## src/rtl/riscv_test_monitor_pkg.sv

```systemverilog
// riscv_test_monitor_pkg: verdict encoding and constants shared by the test monitor
package riscv_test_monitor_pkg;
  typedef enum logic [2:0] {
    RUN     = 3'd0,
    PASS    = 3'd1,
    FAIL    = 3'd2,
    TIMEOUT = 3'd3,
    HANG    = 3'd4
  } state_t;
  localparam logic [31:0] DEFAULT_HALT_PC = 32'h0000_0044;
  localparam logic [31:0] PASS_GP = 32'h0000_0001;
endpackage

```

## src/rtl/riscv_test_monitor_hang.sv

```systemverilog
// pc_hang_detector: flags the retire that makes the same pc repeat HANG_LIMIT times in a row
module pc_hang_detector #(
  parameter int HANG_LIMIT = 16
) (
  input  logic        clk,
  input  logic        clear,
  input  logic        retire_valid,
  input  logic [31:0] retire_pc,
  output logic        hang_hit
);
  localparam int CW = $clog2(HANG_LIMIT + 1);
  logic [31:0]   last_pc;
  logic [CW-1:0] repeat_count;
  logic          same;
  // repeat_count==0 marks "no retire seen yet", so the first retire never matches
  assign same = repeat_count != '0 && retire_pc == last_pc;
  assign hang_hit = retire_valid && same && repeat_count >= CW'(HANG_LIMIT - 1);
  always_ff @(posedge clk)
    if (clear) begin
      last_pc <= '0;
      repeat_count <= '0;
    end else if (retire_valid) begin
      last_pc <= retire_pc;
      repeat_count <= !same ? CW'(1) : repeat_count == CW'(HANG_LIMIT) ? repeat_count : repeat_count + CW'(1);
    end
endmodule

```

## src/rtl/riscv_test_monitor.sv

```systemverilog
// riscv_test_monitor: decides pass/fail/timeout/hang of a riscv-test from the retire stream
module riscv_test_monitor
  import riscv_test_monitor_pkg::*;
#(
  parameter logic [31:0] HALT_PC        = DEFAULT_HALT_PC,
  parameter int          TIMEOUT_CYCLES = 5000,
  parameter int          HANG_LIMIT     = 16,
  parameter int          CNT_W          = 32
) (
  input  logic             clk,
  input  logic             rst,
  input  logic             retire_valid,
  input  logic [31:0]      retire_pc,
  input  logic [31:0]      gp_value,
  output logic             done,
  output logic             passed,
  output logic             failed,
  output logic             timed_out,
  output logic             hung,
  output logic [30:0]      fail_testnum,
  output logic [2:0]       status,
  output logic [CNT_W-1:0] cycle_count,
  output logic [CNT_W-1:0] retire_count
);
  state_t           state;
  logic             halt, hang_hit, timeout_hit;
  logic [CNT_W-1:0] cyc_next, ret_next;
  assign halt = retire_valid && retire_pc == HALT_PC;
  assign cyc_next = &cycle_count ? cycle_count : cycle_count + CNT_W'(1);
  assign ret_next = &retire_count ? retire_count : retire_count + CNT_W'(1);
  assign timeout_hit = cyc_next == CNT_W'(TIMEOUT_CYCLES);
  assign status = state;
  pc_hang_detector #(.HANG_LIMIT(HANG_LIMIT)) u_hang (
    .clk(clk),
    .clear(rst || state != RUN),
    .retire_valid(retire_valid),
    .retire_pc(retire_pc),
    .hang_hit(hang_hit)
  );
  // Verdict priority within one cycle: halt, then hang, then timeout
  always_ff @(posedge clk)
    if (rst) begin
      state <= RUN;
      done <= 1'b0;
      passed <= 1'b0;
      failed <= 1'b0;
      timed_out <= 1'b0;
      hung <= 1'b0;
      fail_testnum <= '0;
      cycle_count <= '0;
      retire_count <= '0;
    end else if (state == RUN) begin
      cycle_count <= cyc_next;
      if (retire_valid) retire_count <= ret_next;
      if (halt) begin
        done <= 1'b1;
        if (gp_value == PASS_GP) begin
          state <= PASS;
          passed <= 1'b1;
        end else begin
          state <= FAIL;
          failed <= 1'b1;
          fail_testnum <= gp_value[0] ? gp_value[31:1] : '0;
        end
      end else if (hang_hit) begin
        state <= HANG;
        done <= 1'b1;
        hung <= 1'b1;
      end else if (timeout_hit) begin
        state <= TIMEOUT;
        done <= 1'b1;
        timed_out <= 1'b1;
      end
    end
endmodule

```

## config.mk

```make
export PLATFORM = sky130hd
export DESIGN_NAME = riscv_test_monitor
export DESIGN_NICKNAME = d
export VERILOG_FILES = /design/src/rtl/riscv_test_monitor_pkg.sv /design/src/rtl/riscv_test_monitor_hang.sv /design/src/rtl/riscv_test_monitor.sv
export SDC_FILE = /design/constraint.sdc
export NUM_CORES = 1
export LEC_CHECK = 0
export CORE_UTILIZATION = 50
export DETAILED_ROUTE_END_ITERATION = 16
export MAX_ROUTING_LAYER = met4
export PLACE_DENSITY = 0.8
export SLEW_MARGIN = 20
export SYNTH_ARGS = -nofsm -noshare
export SYNTH_HDL_FRONTEND = slang
export SYNTH_HIERARCHICAL = 1
export SYNTH_SLANG_ARGS = --single-unit
```

## constraint.sdc

```tcl
create_clock -name clk -period 3.4 [get_ports clk]
set_input_delay 0.85 -clock clk [delete_from_list [all_inputs] [get_ports clk]]
set_output_delay 0.85 -clock clk [all_outputs]
set_load 0.1 [all_outputs]
```

After elaboration in Yosys (flattened, before gate mapping). Index checks and enable logic that the tools add are counted. W data, S select, Z words.

$add $sub $neg: 3. $lt $le $gt $ge: 1. Equal/unequal tests: 6. Mux-type cells: 11. Bitwise operators: 4. Reduce and logical (&&, ||, !) cells: 18.

Operators by type and width (count): $add A32 B1 Y32 const B (2); $reduce_and A32 Y1 (2); $eq A32 B1 Y1 const B (1); $eq A32 B13 Y1 const B (1); $eq A32 B32 Y1 (1); $eq A32 B7 Y1 const B (1); $mux W32 (1); $mux W31 (1); $reduce_and A3 Y1 (4); $mux W5 (2); $mux W3 (3); $reduce_bool A3 Y1 (2); $add A5 B1 Y5 const B (1); $eq A5 B5 Y1 const B (1); $ge A5 B4 Y1 const B (1); $reduce_bool A5 Y1 (1); $logic_and A1 B1 Y1 (4); $not A1 Y1 (4); $reduce_and A2 Y1 (2); $reduce_and A4 Y1 (1); $logic_not A3 Y1 (1); $mux W1 (3); $mux W2 (1); $ne A2 B2 Y1 const B (1); $logic_or A1 B1 Y1 (1).

Bits in registers: 140. Input bits: 67. Output and inout bits: 103. Word-level logic and storage cells: 54.

Logic depth before layout (Yosys ltp). Gate-level depths: netlist of the first run.

Depth after elaboration: 6. Mapped depth: 11.

By module. Netlist of the first run, hierarchy kept.

By module, submodules not included: riscv_test_monitor (times used 1, cells each 657, area an instance 5241.3 um2); pc_hang_detector (times used 1, cells each 189, area an instance 1850.5 um2).

Worst setup path after synthesis of the first run. No wires, ideal clock.

Path kind: register to register. Start: register cycle_count[3]. End: register timed_out. Setup time: 84 ps. Data arrival time: 3668 ps. Data required time: 3316 ps. Slack: -353 ps. Stages on the path, launching flop included: 9. Path buffers: 1. Path through: dfxtp_1 buf_4 nand4_4 or4_4 a311o_1 o31ai_1 or4b_1 or4_4 o31ai_2.

Word-level cells in the longest chain between the ends: 4. Elaborated cells on any way between the ends: 5. Those cells by class: 1 x add/sub; 1 x eq/ne; 1 x mux; 2 x reduce/logical.

Ends and longest elaborated chain: start, declared (line riscv_test_monitor.sv:22) `output logic [CNT_W-1:0] cycle_count,`; start signal, assigned (line riscv_test_monitor.sv:53) `cycle_count <= cyc_next;`; $add A32 B1 Y32 or $reduce_and A32 Y1 (tied branches) (line riscv_test_monitor.sv:29) `assign cyc_next = &cycle_count ? cycle_count : cycle_count + CNT_W'(1);`; $mux W32 * (line riscv_test_monitor.sv:29); $eq A32 B13 Y1 * (line riscv_test_monitor.sv:31) `assign timeout_hit = cyc_next == CNT_W'(TIMEOUT_CYCLES);`; $reduce_and A4 Y1 (no source line) *; end signal, assigned (line riscv_test_monitor.sv:47) `timed_out <= 1'b0;`; end signal, assigned (line riscv_test_monitor.sv:72) `timed_out <= 1'b1;`; end, declared (line riscv_test_monitor.sv:18) `output logic timed_out,`.

Mark *: on every way between the ends. The rest lies on a longest branch, timed or not. A chain may end at the register's enable or synchronous reset.

Final worst setup path of the first run.
Start: register cycle_count[11]. End: register timed_out.

Same word-level chain as after synthesis.

==> results by group, run 1 <==
Logic synthesis
  – Ys flop type: dfxtp_1
  – Synthesized instance count: 846
  – Post-synthesis sequential area ratio: 0.395
  – Multiplexer share of the synthesized area: 0.0512
  – Largest family of logic cells by synthesized area: simple AND/OR/NAND/NOR gates
  – Avg Inst Size Synth: 8.38 µm²
  – Synth top area share: 0.395
  – Adder-cell share of the synthesized area: 0.00882
  – Synth Cell Area: 0.00709 mm²
  – Compound-Gate Fraction of Synth Area: 0.0960
  – Synth Area in XOR/XNOR: 0.110
  – EDFF count, synth: 0
  – Simple-Gate Fraction of Synth Area: 0.291
  – Mapped Nets: 918
  – Leading post-synthesis cells by cell area: dfxtp_1 (40%), xor2_1 (6.7%), nor2_1 (6.5%)
  – Seq cells post-synth: 140
  – Distinct cell type count after synthesis: 64
  – Synth Warn #: 6
  – Dominant cell type by area after synthesis: dfxtp_1
  – Share of async-settable or async-resettable flops after synthesis: 0

Global route
  – GRT Resource Usage Total: 0.266
  – Initial antenna violation count: 0
  – Number of global-route vias before repair: 6101
  – Largest net degree at the start of global routing: 84
  – Total gr overflow: 0
  – First-pass GRT wire length: 30100 µm

Routing
  – Via density: 5.49
  – TritonRoute pass-1 iters: 5
  – Total number of vias: 6601
  – Drt wl/cell: 15.4 µm
  – # DRC: 0
  – Antenna Nets Post-Route: 0
  – DR iter-0 viols: 457
  – Wirelength, routed: 18500 µm

Critical path
  – Worst setup SP type: flop
  – Critical Path Start: cycle_count[11]
  – Worst-path maximum fanout: 7
  – CP max stage cell: or4_4
  – Worst EP arrival: 3520 ps
  – Worst path cell trace: nand4_4 -> or4_4 -> a311o_1 -> o31ai_1 -> or4b_1 -> or4_4 -> o31ai_2
  – RR Startpoint: cycle_count[11]
  – Reg2reg path depth: 7
  – Worst EP required: 3730 ps
  – Critical path class: reg2reg
  – Crit path largest cell delay: 580 ps
  – Worst Setup End Kind: flop
  – R2R setup slack: 200 ps
  – Worst R2R End: timed_out
  – Crit path top cell by count: or4_4

Timing
  – F_max: 313 MHz
  – Setup TNS: 0 ps
  – RSZ-0062 raised after global routing: no
  – Hold Vio Cnt, Final: 0
  – Fin. max-slew vios: 0
  – Final setup fails: 0
  – Final worst path period need: 3200 ps
  – Headroom to the max-slew limit: 0.416
  – Period utilization: 0.940
  – Worst Skew: 9.79 ps
  – Worst slew pin tran: 876 ps

Pwr
  – Net switching power: 0.000919 W
  – Total power: 0.00376 W
  – Logic pwr share: 0.083
  – Seq pwr share: 0.451
  – Internal: 0.00284 W
  – Clock group share of total power: 0.466
  – Pleak: 3.60 nW
  – Switching fraction of total power: 0.245
  – Max IR drop VDD: 0.000343 V
  – Pwr Density: 404 mW/mm²

Placement
  – Placed insts: 1171
  – Port-buffer cells: 169
  – DP HPWL: 13200 µm
  – GP Congestion: 0.907

Clock tree
  – Deepest clock path buffer count: 2
  – H-tree depth reported by CTS: 4
  – CTS resizes: 0
  – Cts bufs inserted: 17
  – CTS tree: built
  – Clock Pin Slew Worst Setup and Hold Paths: 60 ps
  – CTS Sinks: 140
  – Hold buffers post-CTS: 0
  – Setup bufs post-CTS: 0
  – Insertion delay to the later sink of the worst-skew pair: 420 ps
  – CTS root buf: clkbuf_16

Status
  – Outcome: finished, final reports clean

Die
  – Chip width: 121 µm
  – Die height: 121 µm
  – Core area: 0.0139 mm²
  – Die Area: 0.0147 mm²
  – Io pins: 170
  – FP Rows: 43
  – Initial Util: 0.511

Cells and area
  – Final Instance Count excl. Fillers: 1202
  – Fillers: 1184
  – Synth-to-Final Area Change: 31.0%
  – Nets: 1082
  – Fraction of layout cells with a size suffix above 1: 0.211
  – N_diodes: 0

Worst hold path
  – Hold path startpoint: hung
  – Hold Path End: hung
  – HP Class: reg2reg
  – Hold-critical path depth: 2

Job
  – Maximum capacitance violations: 0
logic make-up after synthesis:
| family | after synthesis |
|---|---|
| AO/OA/AOI/OAI | 107 |
| buffers and inverters | 64 |
| AND/OR/NAND/NOR | 405 |
| adder cells (fa/ha/maj) | 5 |
| flip-flops | 140 |
| multiplexers | 36 |
| XOR/XNOR | 89 |
final cells by class:
type	count	area, µm²	share of cell area
multi-input cells	642	3960	0.426
flip-flops and latches	140	2840	0.305
repair buffers	194	1650	0.178
clock buffers	19	443	0.0477
well taps	180	225	0.0242
clock inverters	12	114	0.0123
inverters	15	56.3	0.00606
critical path, delay by kind of cell (launching register included):
kind            cells  cell delay [ps]
compound gates      3              850
simple gates        4             1830
flops               1              420
power groups by stage:
stage	Clock, W	Combinational, W	Sequential (W)
after floorplan	0	0.000135	0.00177
after global placement	0	0.000306	0.00173
after detailed placement	0	0.000310	0.00173
after CTS	0.00179	0.000311	0.00170
after global routing	0.00186	0.000334	0.00170
final	0.00175	0.000311	0.00170
synth_stat cells, types with 7 or more instances:
| cell type | instances |
|---|---|
| o21ai_0 | 17 |
| inv_1 | 15 |
| nand3_1 | 65 |
| and2_1 | 7 |
| dfxtp_1 | 140 |
| a31oi_1 | 8 |
| clkbuf_1 | 34 |
| nor2_1 | 123 |
| and3_1 | 10 |
| xor2_1 | 54 |
| nand2_1 | 73 |
| xnor2_1 | 35 |
| a21oi_1 | 50 |
| nand4_1 | 22 |
| mux2i_1 | 34 |
| nor4_1 | 30 |
| nor3_1 | 12 |
| or3_1 | 15 |
sequential cells by signal (all words and copies together), names as in the netlist:
register             cells
timed_out                1
u_hang/repeat_count      5
passed                   1
failed                   1
cycle_count             32
retire_count            32
hung                     1
done                     1
fail_testnum            31
u_hang/last_pc          32
status                   3
through the flow:
| stage | setup slack [ps] | area, µm² | util | hold WS, ps |
|---|---|---|---|---|
| global placement | 72.6 | 8720 | 0.629 | 437 |
| global route | 103 | 9290 | 0.669 | 477 |
| detailed placement | 65.1 | 8720 | 0.629 | 444 |
| finish | 204 | 9290 | 0.669 | 445 |
| floorplan | 6.42 | 7130 | - | 476 |
| CTS | 142 | 9280 | 0.669 | 452 |
routing by layer:
metal / part of all wire / track usage / vias up
met5: 0 / - / -
met4: 0.014 / 0.0818 / 0
met3: 0.058 / 0.0493 / 20
met2: 0.47 / 0.418 / 198
met1: 0.45 / 0.346 / 3084
li1: - / - / 3299
worst max path at each step:
stage                endpoint
CTS                 timed_out
detailed placement  status[0]
global placement    status[0]
global route        timed_out
finish              timed_out
floorplan           timed_out
placed cells by master, fill, tap and decap left out, types with 3 or more instances in the layout:
cell type / instances
nand2b_1: 5
a211oi_1: 6
inv_6: 3
clkdlybuf4s50_1: 64
a41oi_1: 3
clkinv_4: 4
a21oi_1: 50
o211ai_1: 3
buf_12: 3
or2_2: 5
nand3_1: 65
buf_4: 126
nor3_1: 11
and3_1: 10
nand2_1: 73
nand4_1: 22
nor3_2: 3
mux2i_1: 34
nor3b_1: 3
nor2b_1: 4
o21ai_0: 17
dfxtp_1: 112
nor4b_1: 3
clkbuf_16: 17
or3_1: 15
ha_1: 5
nor2_1: 121
nand3b_1: 3
inv_1: 15
xor2_1: 54
xnor2_1: 35
dfxtp_2: 28
nor4_1: 30
clkinv_2: 3
a31oi_1: 8
and2_1: 7
and4_1: 6
Note: power is estimated with default switching activity, not from simulation.
==> run 2, diff against run 1 <==
Settings changed: CORE_ASPECT_RATIO set to 0.6, CTS_CLUSTER_DIAMETER set to 100.
==> results by group, run 2 (synthesis results as in run 1) <==
Timing
  – Fin. max-slew vios: 0 (unchanged)
  – Final setup fails: 0 (unchanged)
  – Period utilization: 0.950 (+0.00985)
  – Final worst path period need: 3230 ps (+33.5 ps)
  – Hold Vio Cnt, Final: 0 (unchanged)
  – Headroom to the max-slew limit: 0.607 (+0.191)
  – Worst hold slack: 444 ps (-1.31 ps)
  – Setup TNS: 0 ps (unchanged)
  – Worst Skew: 10.9 ps (+1.15 ps)
  – F_max: 310 MHz (-1.0%)
  – Worst slew pin tran: 584 ps (-292 ps)
  – RSZ-0062 raised after global routing: no

Cells and area
  – Commonest cells after routing, fill and taps aside: buf_4 (128), nor2_1 (122), dfxtp_1 (112)
  – N_diodes: 0 (unchanged)
  – Fraction of layout cells with a size suffix above 1: 0.211 (-0.000413)
  – Fillers: 1107 (-6.5%)
  – Nets: 1084 (+0.18%)
  – Biggest regs: cycle_count: 32 flops, retire_count: 32 flops, u_hang/last_pc: 32 flops
  – Final core utilization: 0.679 (+0.00985)
  – Synth-to-Final Area Change: 31.7%
  – Most common cell after layout, fill and taps aside: buf_4

Critical path
  – Worst-path maximum fanout: 7 (unchanged)
  – Crit path max-delay family: simple AND/OR/NAND/NOR gates
  – RR Startpoint: cycle_count[11]
  – Worst EP required: 3720 ps (about the same)
  – Worst setup SP type: flop
  – Crit path largest cell delay: 590 ps (about the same)
  – Crit path top cell by count: or4_4
  – Worst Setup End Kind: flop
  – Worst EP arrival: 3550 ps (+30 ps)
  – WP buf/inv: 0 (unchanged)
  – Critical Path Start: cycle_count[11]
  – CP max stage cell: or4_4
  – Worst path cell trace: nand4_4 -> or4_4 -> a311o_1 -> o31ai_1 -> or4b_1 -> or4_4 -> a211oi_2
  – Critical path class: reg2reg

Routing
  – DR iter-0 viols: 582 (+27%)
  – Antenna Nets Post-Route: 0 (unchanged)
  – # DRC: 0 (unchanged)
  – Drt wl/cell: 15.8 µm (+2.9%)
  – Via density: 5.50 (about the same)
  – TritonRoute pass-1 iters: 4 (-1)
  – Wirelength, routed: 19300 µm (+4.1%)
  – Total number of vias: 6682 (+1.2%)

Global route
  – First-pass GRT wire length: 30800 µm (+2.3%)
  – Initial antenna violation count: 0 (unchanged)
  – Largest net degree at the start of global routing: 105 (+25%)
  – GRT Resource Usage Total: 0.273 (+0.00784)
  – Number of global-route vias before repair: 5971 (-2.1%)
  – Total gr overflow: 0 (unchanged)

Die
  – Io pins: 170 (unchanged)
  – Die height: 94.3 µm (-22%)
  – Chip width: 156 µm (+29%)
  – Die Area: 0.0147 mm² (+0.11%)
  – FP Rows: 33 (-23%)
  – Initial Util: 0.516 (+0.00488)
  – Core area: 0.0137 mm² (-0.95%)

Clock tree
  – CTS Sinks: 140 (unchanged)
  – CTS resizes: 0 (unchanged)
  – Insertion delay to the later sink of the worst-skew pair: 410 ps (about the same)
  – Clock Pin Slew Worst Setup and Hold Paths: 60 ps (about the same)
  – Setup bufs post-CTS: 0 (unchanged)
  – Hold buffers post-CTS: 0 (unchanged)
  – CTS tree: built
  – CTS root buf: clkbuf_16
  – Deepest clock path buffer count: 2 (unchanged)
  – H-tree depth reported by CTS: 4 (unchanged)
  – Cts bufs inserted: 17 (unchanged)

Status
  – Outcome: finished, final reports clean

Placement
  – GP Congestion: 0.993 (+9.4%)
  – Port-buffer cells: 169 (unchanged)
  – DP HPWL: 13700 µm (+3.6%)

Job
  – Maximum capacitance violations: 0 (unchanged)

Worst hold path
  – HP Class: reg2reg
  – Hold path startpoint: hung

Pwr
  – Max IR drop VDD: 0.000256 V (-26%)
  – Pleak: 3.60 nW (+0.19%)
  – Pwr Density: 412 mW/mm² (+1.9%)
## run 2: layout make-up
| class | instances | area [µm²] | area share |
|---|---|---|---|
| clock inverter | 12 | 139 | 0.0149 |
| multi-input combinational | 642 | 3950 | 0.423 |
| tap | 192 | 240 | 0.0257 |
| clock buffer | 19 | 443 | 0.0474 |
| sequential | 140 | 2840 | 0.304 |
| inverter | 15 | 56.3 | 0.00603 |
| timing repair buffer | 196 | 1670 | 0.179 |
## run 2: per-layer routing
metal,vias to the layer above,global-route usage,part of all wire
li1,3301,-,-
met1,3098,0.391,0.50
met2,271,0.393,0.41
met3,12,0.0577,0.081
met4,0,0.0547,0.0056
met5,-,-,0
## run 2: stage by stage
| step | power (W) | cell area, µm² | worst slack [ps] | std cells |
|---|---|---|---|---|
| 2_1_floorplan | 0.00190 | 7130 | 6.42 | 846 |
| 3_3_place_gp | 0.00204 | 8750 | 55.2 | 1185 |
| 3_5_place_dp | 0.00205 | 8750 | 29.0 | 1185 |
| 4_1_cts | 0.00388 | 9340 | 225 | 1216 |
| 5_1_grt | 0.00398 | 9340 | 92.1 | 1216 |
| 6_report | 0.00385 | 9340 | 170 | 1216 |
## run 2: final timing paths
path,to,slack [ps],depth (start not counted)
setup reg to reg,status[1],170,7
hold / removal,hung,440,2
hold reg to reg,hung,440,2
setup / recovery,status[1],170,7
## run 2: power by group
part | internal (W) | switching [W] | leakage [nW] | total, W
clock | 0.00110 | 0.000730 | 0.272 | 0.00183
sequential | 0.00167 | 0.0000249 | 1.15 | 0.00170
combinational | 0.000144 | 0.000175 | 2.18 | 0.000318
## run 2: worst reg2reg max path, stage by stage (launching register included)
cell and delay [ps]:
dfxtp_2 420, nand4_4 160, or4_4 590, a311o_1 400
o31ai_1 260, or4b_1 570, or4_4 560, a211oi_2 190
==> run 3, diff against run 2 <==
Settings changed: MAX_ROUTING_LAYER met4 to not set.
==> results by group, run 3 (synthesis results as in run 1) <==
Job
  – Maximum capacitance violations: 0 (unchanged)

Critical path
  – RR Startpoint: cycle_count[11]
  – Critical path class: reg2reg
  – Worst EP required: 3720 ps (about the same)
  – Worst Setup End Kind: flop
  – Worst-path maximum fanout: 7 (unchanged)
  – Worst EP arrival: 3570 ps (+20 ps)
  – WP buf/inv: 0 (unchanged)
  – Worst R2R End: status[1]
  – Crit path max-delay family: simple AND/OR/NAND/NOR gates
  – Worst path cell trace: nand4_4 -> or4_4 -> a311o_1 -> o31ai_1 -> or4b_1 -> or4_4 -> a211oi_2
  – Worst setup SP type: flop
  – Reg2reg path depth: 7 (unchanged)
  – R2R setup slack: 150 ps (-20 ps)
  – CP max stage cell: or4_4
  – Crit path depth: 7 (unchanged)
  – Crit path largest cell delay: 600 ps (about the same)
  – Crit path top cell by count: or4_4

Clock tree
  – Hold buffers post-CTS: 0 (unchanged)
  – CTS resizes: 0 (unchanged)
  – H-tree depth reported by CTS: 4 (unchanged)
  – Cts bufs inserted: 17 (unchanged)
  – CTS Sinks: 140 (unchanged)
  – Clock Pin Slew Worst Setup and Hold Paths: 60 ps (about the same)
  – Setup bufs post-CTS: 0 (unchanged)
  – CTS tree: built
  – Insertion delay to the later sink of the worst-skew pair: 410 ps (about the same)
  – Deepest clock path buffer count: 2 (unchanged)
  – CTS root buf: clkbuf_16

Routing
  – TritonRoute pass-1 iters: 5 (+1)
  – Via density: 5.56 (+1.2%)
  – Antenna Nets Post-Route: 0 (unchanged)
  – DR iter-0 viols: 517 (-11%)
  – Total number of vias: 6775 (+1.4%)
  – # DRC: 0 (unchanged)
  – Wirelength, routed: 19300 µm (about the same)
  – Drt wl/cell: 15.8 µm (about the same)

Cells and area
  – Fraction of layout cells with a size suffix above 1: 0.212 (+0.00154)
  – Biggest regs: cycle_count: 32 flops, retire_count: 32 flops, u_hang/last_pc: 32 flops
  – N_diodes: 0 (unchanged)
  – Nets: 1085 (+0.092%)
  – Post-layout instance area: 0.00934 mm² (about the same)
  – Most common cell after layout, fill and taps aside: buf_4
  – Commonest cells after routing, fill and taps aside: buf_4 (129), nor2_1 (122), dfxtp_1 (112)
  – Synth-to-Final Area Change: 31.7% (about the same)

Die
  – Io pins: 170 (unchanged)
  – Die height: 94.3 µm (unchanged)
  – Die Area: 0.0147 mm² (unchanged)
  – Initial Util: 0.516 (unchanged)
  – Chip width: 156 µm (unchanged)
  – Core area: 0.0137 mm² (unchanged)
  – FP Rows: 33 (unchanged)

Timing
  – Headroom to the max-slew limit: 0.557 (-0.0497)
  – Final worst path period need: 3250 ps (+19.0 ps)
  – Worst hold slack: 451 ps (+6.75 ps)
  – Final setup fails: 0 (unchanged)
  – Period utilization: 0.955 (+0.00558)
  – F_max: 308 MHz (-0.58%)
  – Worst slew pin tran: 658 ps (+73.9 ps)
  – Worst Slack Setup Final: 151 ps (-19.0 ps)
  – Fin. max-slew vios: 0 (unchanged)
  – RSZ-0062 raised after global routing: no
  – Worst Skew: 11.0 ps (+0.0179 ps)
  – Setup TNS: 0 ps (unchanged)
  – Hold Vio Cnt, Final: 0 (unchanged)

Worst hold path
  – Hold-critical path depth: 2 (unchanged)
  – Hold Path End: hung
  – HP Class: reg2reg
  – Hold path startpoint: hung

Pwr
  – Internal: 0.00287 W (-1.7%)
  – Max IR drop VDD: 0.000290 V (+14%)
  – Net switching power: 0.000920 W (-0.92%)
  – Pwr Density: 406 mW/mm² (-1.5%)
  – Clock group share of total power: 0.468 (-0.009)
  – Switching fraction of total power: 0.243 (+0.00141)
  – Seq pwr share: 0.448 (+0.007)
  – Pleak: 3.60 nW (-0.18%)
  – Logic pwr share: 0.084 (about the same)

Placement
  – Port-buffer cells: 169 (unchanged)
  – Placed inst area: 0.00876 mm² (about the same)
  – Worst slack, placed: 40.9 ps (+11.9 ps)
  – GP Congestion: 0.948 (-4.5%)
  – DP HPWL: 13800 µm (+0.70%)

Status
  – Outcome: finished, final reports clean

Global route
  – Initial antenna violation count: 0 (unchanged)
  – Total gr overflow: 0 (unchanged)
  – First-pass GRT wire length: 31200 µm (+1.1%)
  – GRT Resource Usage Total: 0.269 (-0.00483)
  – Number of global-route vias before repair: 6143 (+2.9%)
  – Largest net degree at the start of global routing: 79 (-25%)
[run 3: cell types whose count changed in the layout (fill, tap and decap cells not counted)]
cell / previous run / this run
bufinv_16: 2 / 1
clkbuf_1: 1 / 2
nor3_1: 12 / 11
nor3_2: 2 / 3
clkinvlp_4: 4 / 5
buf_4: 128 / 129
clkinv_2: 1 / 0
clkbuf_8: 1 / 2
[run 3: layout make-up]
type                       count  area, µm²
tap                          192        240
sequential                   140       2840
fill                        1157       4410
inverter                      15       56.3
clock inverter                11        111
clock buffer                  21        460
timing repair buffer         197       1670
multi-input combinational    642       3960
[run 3: worst max-delay path by stage]
stage,start,endpoint,slack (ps)
after floorplan,cycle_count[3],timed_out,6
after global placement,retire_pc[8],status[0],50
after detailed placement,retire_pc[24],status[0],40
after CTS,cycle_count[11],status[1],200
after global routing,cycle_count[11],status[1],100
final,cycle_count[11],status[1],150
[run 3: worst reg2reg max path: stages (launching register included)]
cell,delay (ps)
dfxtp_2,430
nand4_4,170
or4_4,600
a311o_1,400
o31ai_1,260
or4b_1,560
or4_4,560
a211oi_2,200
[run 3: power by group through the flow]
stage / Clock (W) / Combinational [W] / Sequential (W)
6_report: 0.00177 / 0.000319 / 0.00170
3_3_place_gp: 0 / 0.000315 / 0.00173
5_1_grt: 0.00189 / 0.000341 / 0.00170
2_1_floorplan: 0 / 0.000135 / 0.00177
3_5_place_dp: 0 / 0.000316 / 0.00173
4_1_cts: 0.00180 / 0.000318 / 0.00170
[run 3: layer usage]
layer	routed length (µm)	GRT usage	vias to the layer above
li1	-	-	3314
met1	9630	0.395	3155
met2	7830	0.389	289
met3	1640	0.0595	17
met4	178	0.0711	0
met5	0	0	-
[run 3: through the flow]
stage          utilization  instances  power (W)
6_report             0.679       1218    0.00379
5_1_grt              0.679       1218    0.00393
4_1_cts              0.679       1218    0.00381
3_5_place_dp         0.637       1186    0.00205
3_3_place_gp         0.637       1186    0.00205
2_1_floorplan            -        846    0.00190
